==> src/rtl/mem_march_bist.sv <==
// March C- BIST controller for a 32 x 8 zero-latency register file.
// Runs M0..M5 over all words and reports pass, error count and first failing location.
module mem_march_bist #(
  parameter logic [7:0] BG = 8'h00
) (
  input  logic       clk,
  input  logic       rst,
  input  logic       start,
  input  logic       abort,
  output logic       mem_we,
  output logic [4:0] mem_addr,
  output logic [7:0] mem_wdata,
  input  logic [7:0] mem_rdata,
  output logic       busy,
  output logic       done,
  output logic       pass,
  output logic [7:0] err_count,
  output logic [4:0] fail_addr,
  output logic [2:0] fail_elem,
  output logic [7:0] fail_data
);

  typedef enum logic [1:0] {S_IDLE, S_RUN, S_DONE} state_t;

  state_t     state_q, state_d;
  logic [2:0] elem_q, elem_d;
  logic       op_q, op_d;
  logic [4:0] addr_q, addr_d;
  logic       first_q, first_d;
  logic [7:0] err_q, err_d;
  logic       pass_q, pass_d;
  logic [4:0] fail_addr_q, fail_addr_d;
  logic [2:0] fail_elem_q, fail_elem_d;
  logic [7:0] fail_data_q, fail_data_d;
  logic       mem_we_q, mem_we_d;
  logic [4:0] mem_addr_q, mem_addr_d;
  logic [7:0] mem_wdata_q, mem_wdata_d;
  logic       busy_q, busy_d;
  logic       done_q, done_d;

  logic       mismatch;
  logic [7:0] exp_val;

  // Element table: M0 (w0) | M1..M4 (r, w) | M5 (r0); op 1 is always the write.
  function automatic logic op_is_write(input logic [2:0] e, input logic op);
    return (e == 3'd0) || (op && (e >= 3'd1) && (e <= 3'd4));
  endfunction

  function automatic logic op_value(input logic [2:0] e, input logic op);
    return op ? ((e == 3'd1) || (e == 3'd3)) : ((e == 3'd2) || (e == 3'd4));
  endfunction

  function automatic logic elem_down(input logic [2:0] e);
    return (e == 3'd3) || (e == 3'd4);
  endfunction

  function automatic logic last_op(input logic [2:0] e, input logic op);
    return (e == 3'd0) || (e == 3'd5) || op;
  endfunction

  assign exp_val  = op_value(elem_q, op_q) ? ~BG : BG;
  assign mismatch = (state_q == S_RUN) && !op_is_write(elem_q, op_q) && (mem_rdata != exp_val);

  always_comb begin
    // NOTE: every variable gets a default before the case so no path infers a latch.
    state_d     = state_q;
    elem_d      = elem_q;
    op_d        = op_q;
    addr_d      = addr_q;
    first_d     = first_q;
    err_d       = err_q;
    pass_d      = pass_q;
    fail_addr_d = fail_addr_q;
    fail_elem_d = fail_elem_q;
    fail_data_d = fail_data_q;

    case (state_q)
      S_IDLE: begin
        if (start) begin
          state_d     = S_RUN;
          elem_d      = 3'd0;
          op_d        = 1'b0;
          addr_d      = 5'd0;
          first_d     = 1'b0;
          err_d       = 8'd0;
          pass_d      = 1'b0;
          fail_addr_d = 5'd0;
          fail_elem_d = 3'd0;
          fail_data_d = 8'd0;
        end
      end
      S_RUN: begin
        if (mismatch) begin
          if (err_q != 8'hFF) err_d = err_q + 8'd1;
          if (!first_q) begin
            first_d     = 1'b1;
            fail_addr_d = addr_q;
            fail_elem_d = elem_q;
            fail_data_d = mem_rdata;
          end
        end
        if (abort) begin
          state_d = S_IDLE;
          elem_d  = 3'd0;
          op_d    = 1'b0;
          addr_d  = 5'd0;
        end else if (!last_op(elem_q, op_q)) begin
          op_d = 1'b1;
        end else begin
          op_d = 1'b0;
          if (addr_q == (elem_down(elem_q) ? 5'd0 : 5'd31)) begin
            if (elem_q == 3'd5) begin
              state_d = S_DONE;
              elem_d  = 3'd0;
              addr_d  = 5'd0;
              pass_d  = (err_d == 8'd0);
            end else begin
              elem_d = elem_q + 3'd1;
              addr_d = elem_down(elem_q + 3'd1) ? 5'd31 : 5'd0;
            end
          end else begin
            addr_d = elem_down(elem_q) ? addr_q - 5'd1 : addr_q + 5'd1;
          end
        end
      end
      S_DONE:  state_d = S_IDLE;
      default: state_d = S_IDLE;
    endcase

    // Outputs are decoded from the next state and registered, so they line up with the op.
    busy_d      = (state_d == S_RUN);
    done_d      = (state_d == S_DONE);
    mem_we_d    = busy_d && op_is_write(elem_d, op_d);
    mem_addr_d  = busy_d ? addr_d : 5'd0;
    mem_wdata_d = mem_we_d ? (op_value(elem_d, op_d) ? ~BG : BG) : 8'd0;
  end

  // NOTE: sequential state uses non-blocking assignments so all registers update together.
  always_ff @(posedge clk or posedge rst) begin
    if (rst) begin
      state_q     <= S_IDLE;
      elem_q      <= 3'd0;
      op_q        <= 1'b0;
      addr_q      <= 5'd0;
      first_q     <= 1'b0;
      err_q       <= 8'd0;
      pass_q      <= 1'b0;
      fail_addr_q <= 5'd0;
      fail_elem_q <= 3'd0;
      fail_data_q <= 8'd0;
      mem_we_q    <= 1'b0;
      mem_addr_q  <= 5'd0;
      mem_wdata_q <= 8'd0;
      busy_q      <= 1'b0;
      done_q      <= 1'b0;
    end else begin
      state_q     <= state_d;
      elem_q      <= elem_d;
      op_q        <= op_d;
      addr_q      <= addr_d;
      first_q     <= first_d;
      err_q       <= err_d;
      pass_q      <= pass_d;
      fail_addr_q <= fail_addr_d;
      fail_elem_q <= fail_elem_d;
      fail_data_q <= fail_data_d;
      mem_we_q    <= mem_we_d;
      mem_addr_q  <= mem_addr_d;
      mem_wdata_q <= mem_wdata_d;
      busy_q      <= busy_d;
      done_q      <= done_d;
    end
  end

  assign mem_we    = mem_we_q;
  assign mem_addr  = mem_addr_q;
  assign mem_wdata = mem_wdata_q;
  assign busy      = busy_q;
  assign done      = done_q;
  assign pass      = pass_q;
  assign err_count = err_q;
  assign fail_addr = fail_addr_q;
  assign fail_elem = fail_elem_q;
  assign fail_data = fail_data_q;

endmodule
==> config.mk <==
export PLATFORM = sky130hd
export DESIGN_NAME = mem_march_bist
export DESIGN_NICKNAME = d
export VERILOG_FILES = /design/src/rtl/mem_march_bist.sv
export SDC_FILE = /design/constraint.sdc
export NUM_CORES = 1
export LEC_CHECK = 0
export BUFFER_PORTS_ARGS = -buffer_cell sky130_fd_sc_hd__buf_4
export CORE_UTILIZATION = 28
export CTS_CLUSTER_DIAMETER = 40
export DETAILED_ROUTE_END_ITERATION = 8
export PLACE_DENSITY = 0.54
export SLEW_MARGIN = 30
export SYNTH_ARGS = -nofsm -noshare
export SYNTH_HDL_FRONTEND = slang
export SYNTH_SLANG_ARGS = --single-unit
==> constraint.sdc <==
create_clock -name clk -period 2.9 [get_ports clk]
set_clock_uncertainty 0.1 [all_clocks]
set_input_delay 0.29 -clock clk [delete_from_list [all_inputs] [get_ports clk]]
set_output_delay 0.29 -clock clk [all_outputs]
set_load 0.02 [all_outputs]
==> summary.txt <==
Final layout
  – Final layout net count: between 300 and 400
  – Register area: 1150 µm²
  – Fraction of layout cells with a size suffix above 1: 26.4%
  – Ant diodes: 0
  – Final Cell Area: around 3200 µm²
  – Area growth from synthesis to layout: 23.3%
  – Multi-input gate area: 1320 µm²
  – Number of fill cells: between 900 and 1000

Synth
  – Share of flip-flops with an asynchronous set or reset: 100%
  – Yosys warning total: 0
  – Most used DFF post-synth: sky130_fd_sc_hd__dfrtp_1
  – Most frequently used cell type in the post-synthesis netlist: sky130_fd_sc_hd__dfrtp_1
  – Synthesized area: between 2000 and 3000 µm²
  – Simple-gate share of the synthesized area: about a quarter
  – Xor and xnor area share after synthesis: under 10%
  – Dominant combinational cell family by area after synthesis: simple AND/OR/NAND/NOR gates
  – Post-Synth Adder-Cell Area: ~3.2%
  – Count of unique library cells instantiated by Yosys: 51
  – Total of flip-flops plus latches after synthesis: 46
  – Mux cell area share after synthesis: under 10%
  – Synth area leaders: sky130_fd_sc_hd__dfrtp_1, sky130_fd_sc_hd__nand3_1, sky130_fd_sc_hd__nand2_1, sky130_fd_sc_hd__o21ai_0, sky130_fd_sc_hd__buf_4
  – Area share of the largest cell type after synthesis: between 40 and 50%
  – Post-synthesis area per instance: 9.10 µm²
  – Mapped Cells: 286
  – Synth Net Count: 304
  – Compound-cell area share of the yosys netlist: roughly 16%
  – Most instantiated cells after synthesis: sky130_fd_sc_hd__dfrtp_1, sky130_fd_sc_hd__nand2_1, sky130_fd_sc_hd__nand3_1
  – Post-synth EDFFs: 0
  – Portion of the post-synthesis area used by sequential elements: about 44%
  – Largest area contributor in the netlist: sky130_fd_sc_hd__dfrtp_1

Drt
  – Initial detailed-routing violation count: 105
  – Number of search-and-repair iterations in the first detailed-routing pass: 6
  – Final routed wire length divided by cell count: around 15 µm
  – Via-per-instance ratio: about 5.0
  – Number of nets with antenna violations after detailed routing: 0
  – Wire length after detailed routing: 6480 µm
  – Number of remaining DRC errors: 7
  – Total number of vias: 2219

Die
  – Core Region: about 8800 µm²
  – Total Die Area: roughly 9700 µm²
  – Row count: 34
  – Die span in x: 98.4 µm
  – Initial Util: between 20 and 30%
  – Vertical die dimension: 98.4 µm
  – Number of ports placed on the die boundary: 53

Clocking
  – Clock tree from TritonCTS: done
  – Num Clock Sinks: between 40 and 50
  – Maximum buffer depth of the clock tree: 2
  – Deepest level of the CTS H-tree: 2
  – Cell chosen for the clock root: sky130_fd_sc_hd__clkbuf_8
  – Worst-skew pair later-pin latency: around 0.3 ns
  – CTS clk-pin slew, worst paths: around 0.090 ns
  – Clock buffers created by TritonCTS: 5

Pwr
  – Largest voltage drop on the vdd net: between 0.15 and 0.2 mV
  – Total leakage power: roughly 0.0016 µW
  – Ratio of total power to cell area: ~380 nW/µm²

Critical path
  – Worst path required time: 2.98 ns
  – Crit-path slowest cell: sky130_fd_sc_hd__or3b_4
  – Critical Path, Cell by Cell: or3b_4 -> nand2_4 -> ha_1 -> and4_2 -> nand4_1 -> a211oi_4 -> and3_1 -> nor3_2 -> o21ai_1 -> a21boi_2
  – Highest cell delay on the worst timing path: around 0.44 ns
  – Top Family by Delay on Critical Path: simple AND/OR/NAND/NOR gates
  – Sort of element at the start of the critical path: flip-flop
  – Count of buffering cells on the critical path with inverters included: 0
  – Path type of the worst setup path: reg2reg
  – Highest net fanout along the worst path: 5
  – Arrival time of data at the critical path endpoint: ~2.8 ns
  – CP Capture Type: flip-flop

STA
  – Fraction of the cycle the final worst path needs: a little over nine tenths
  – Final Hold Viols: 0
  – Unrepaired setup endpoints after global routing: true
  – Final sum of negative setup slack: 0 ns
  – Worst slew margin relative to its limit: 51.9%
  – Max Transition Viols Final: 0
  – Max Freq: around 370 MHz
  – # setup viols final: 0
  – Time the final worst path needs with I/O delays and setup: 2.74 ns
  – Setup slack after layout: ~0.16 ns
  – Slew of the pin with the lowest slew margin: about 0.72 ns

Global route
  – GRT overflow: 0
  – Vias in the first global route: roughly 2200
  – Number of antenna violations at the first check in global routing: 0
  – Largest net degree at the start of global routing: 47
  – First-pass GRT wire length: roughly 11000 µm
  – All-Layer GR Usage: around 14%

Placement
  – Dpl ws: between 0.05 and 0.06 ns
  – Placed cell area: 3060 µm²
  – RD Place Congestion: about 0.84
  – Dpl hpwl: 4700 µm
  – Port Buffer Count: 52

Run
  – Number of maximum-capacitance constraint violations: 0

Run status
  – Outcome: complete, but fails checks
  – Failing checks: DRC

Min path
  – Type of the worst min-delay path: in2reg
-- final timing paths --
kind,startpoint,end,slack (ns),cells after the start
max,elem_q[1]$_DFF_PP0_,mem_we$_DFF_PP0_,0.16,10
min,mem_rdata[7],fail_data[7]$_DFFE_PP0P_,0.11,3
max reg2reg,elem_q[1]$_DFF_PP0_,mem_we$_DFF_PP0_,0.16,10
min reg2reg,fail_data[2]$_DFFE_PP0P_,fail_data[2]$_DFFE_PP0P_,0.40,2
max in group asynchronous,rst,elem_q[1]$_DFF_PP0_,1.78,3
min in group asynchronous,rst,err_count[5]$_DFFE_PP0P_,0.52,3
-- repair_timing --
item / in CTS / in global routing
gates resized for setup: 0 / 9
endpoints found under the setup margin: 0 / 12
hold endpoints to repair: 42 / 0
setup buffers: 0 / 1
hold buffers: 1 / 0
-- worst min-delay path, stage by stage --
cell                      delay, ns
sky130_fd_sc_hd__buf_4         0.09
sky130_fd_sc_hd__nand2_1       0.04
sky130_fd_sc_hd__nand2_1       0.04
-- sequential cells by signal, summed over array words and instances (netlist names), 2 cells and up --
register / count
err_count: 8
fail_data: 8
addr_q: 5
fail_addr: 5
mem_addr: 5
elem_q: 3
fail_elem: 3
state_q: 2
-- report_power, final --
| group | internal [µW] | leakage, µW | switching (µW) |
|---|---|---|---|
| combinational | 52.8 | 0.000932 | 94.9 |
| clock | 171 | 0.0000452 | 226 |
| sequential | 654 | 0.000635 | 13.3 |
-- kinds of logic (layout without fill, tap and decap cells) --
| kind of cell | count (synthesis) | after routing |
|---|---|---|
| XOR/XNOR | 6 | 6 |
| AO/OA/AOI/OAI | 59 | 59 |
| buffers and inverters | 31 | 82 |
| adder cells (fa/ha/maj) | 6 | 6 |
| AND/OR/NAND/NOR | 133 | 133 |
| flip-flops | 46 | 46 |
| multiplexers | 5 | 5 |
-- through the flow --
stage / utilization (%) / hold WS (ns) / power, µW / instances
2_1_floorplan: - / 0.295 / 769 / 286
5_1_grt: 36.3 / 0.121 / 1280 / 445
6_report: 36.3 / 0.105 / 1210 / 445
3_5_place_dp: 34.5 / 0.316 / 827 / 435
4_1_cts: 35.6 / 0.0933 / 1230 / 444
3_3_place_gp: 34.5 / 0.374 / 828 / 435
-- per-layer routing --
metal | share of wire, % | vias to the layer above | GRT usage [%]
met1 | 50 | 1068 | 20.2
met5 | 0 | - | 0
met3 | 4.1 | 2 | 2.34
met2 | 46 | 47 | 23.3
met4 | 0.29 | 0 | 2.76
li1 | - | 1102 | -
-- cells in the final DEF, fill, tap and decap left out, drive strengths merged, types with 4 or more instances in the layout --
cell type / netlist / layout
o21a: 4 / 4
buf: 15 / 62
and3: 5 / 5
inv: 11 / 11
nor2: 16 / 16
nand2: 42 / 42
mux2i: 5 / 5
clkbuf: 5 / 6
and2: 5 / 5
dfrtp: 46 / 46
nor2b: 4 / 4
a21o: 5 / 5
nand4: 6 / 6
nand3: 34 / 34
nor3: 4 / 4
a21oi: 13 / 13
o21ai: 17 / 17
ha: 5 / 5
-- layout make-up --
cell class                 count  area share, %
multi-input combinational    209           41.1
inverter                      11           1.36
clock inverter                 2          0.429
tap                          108           4.21
clock buffer                   6           2.26
sequential                    46           35.9
timing repair buffer          63           14.8
Power figures use the tool's default switching activity.
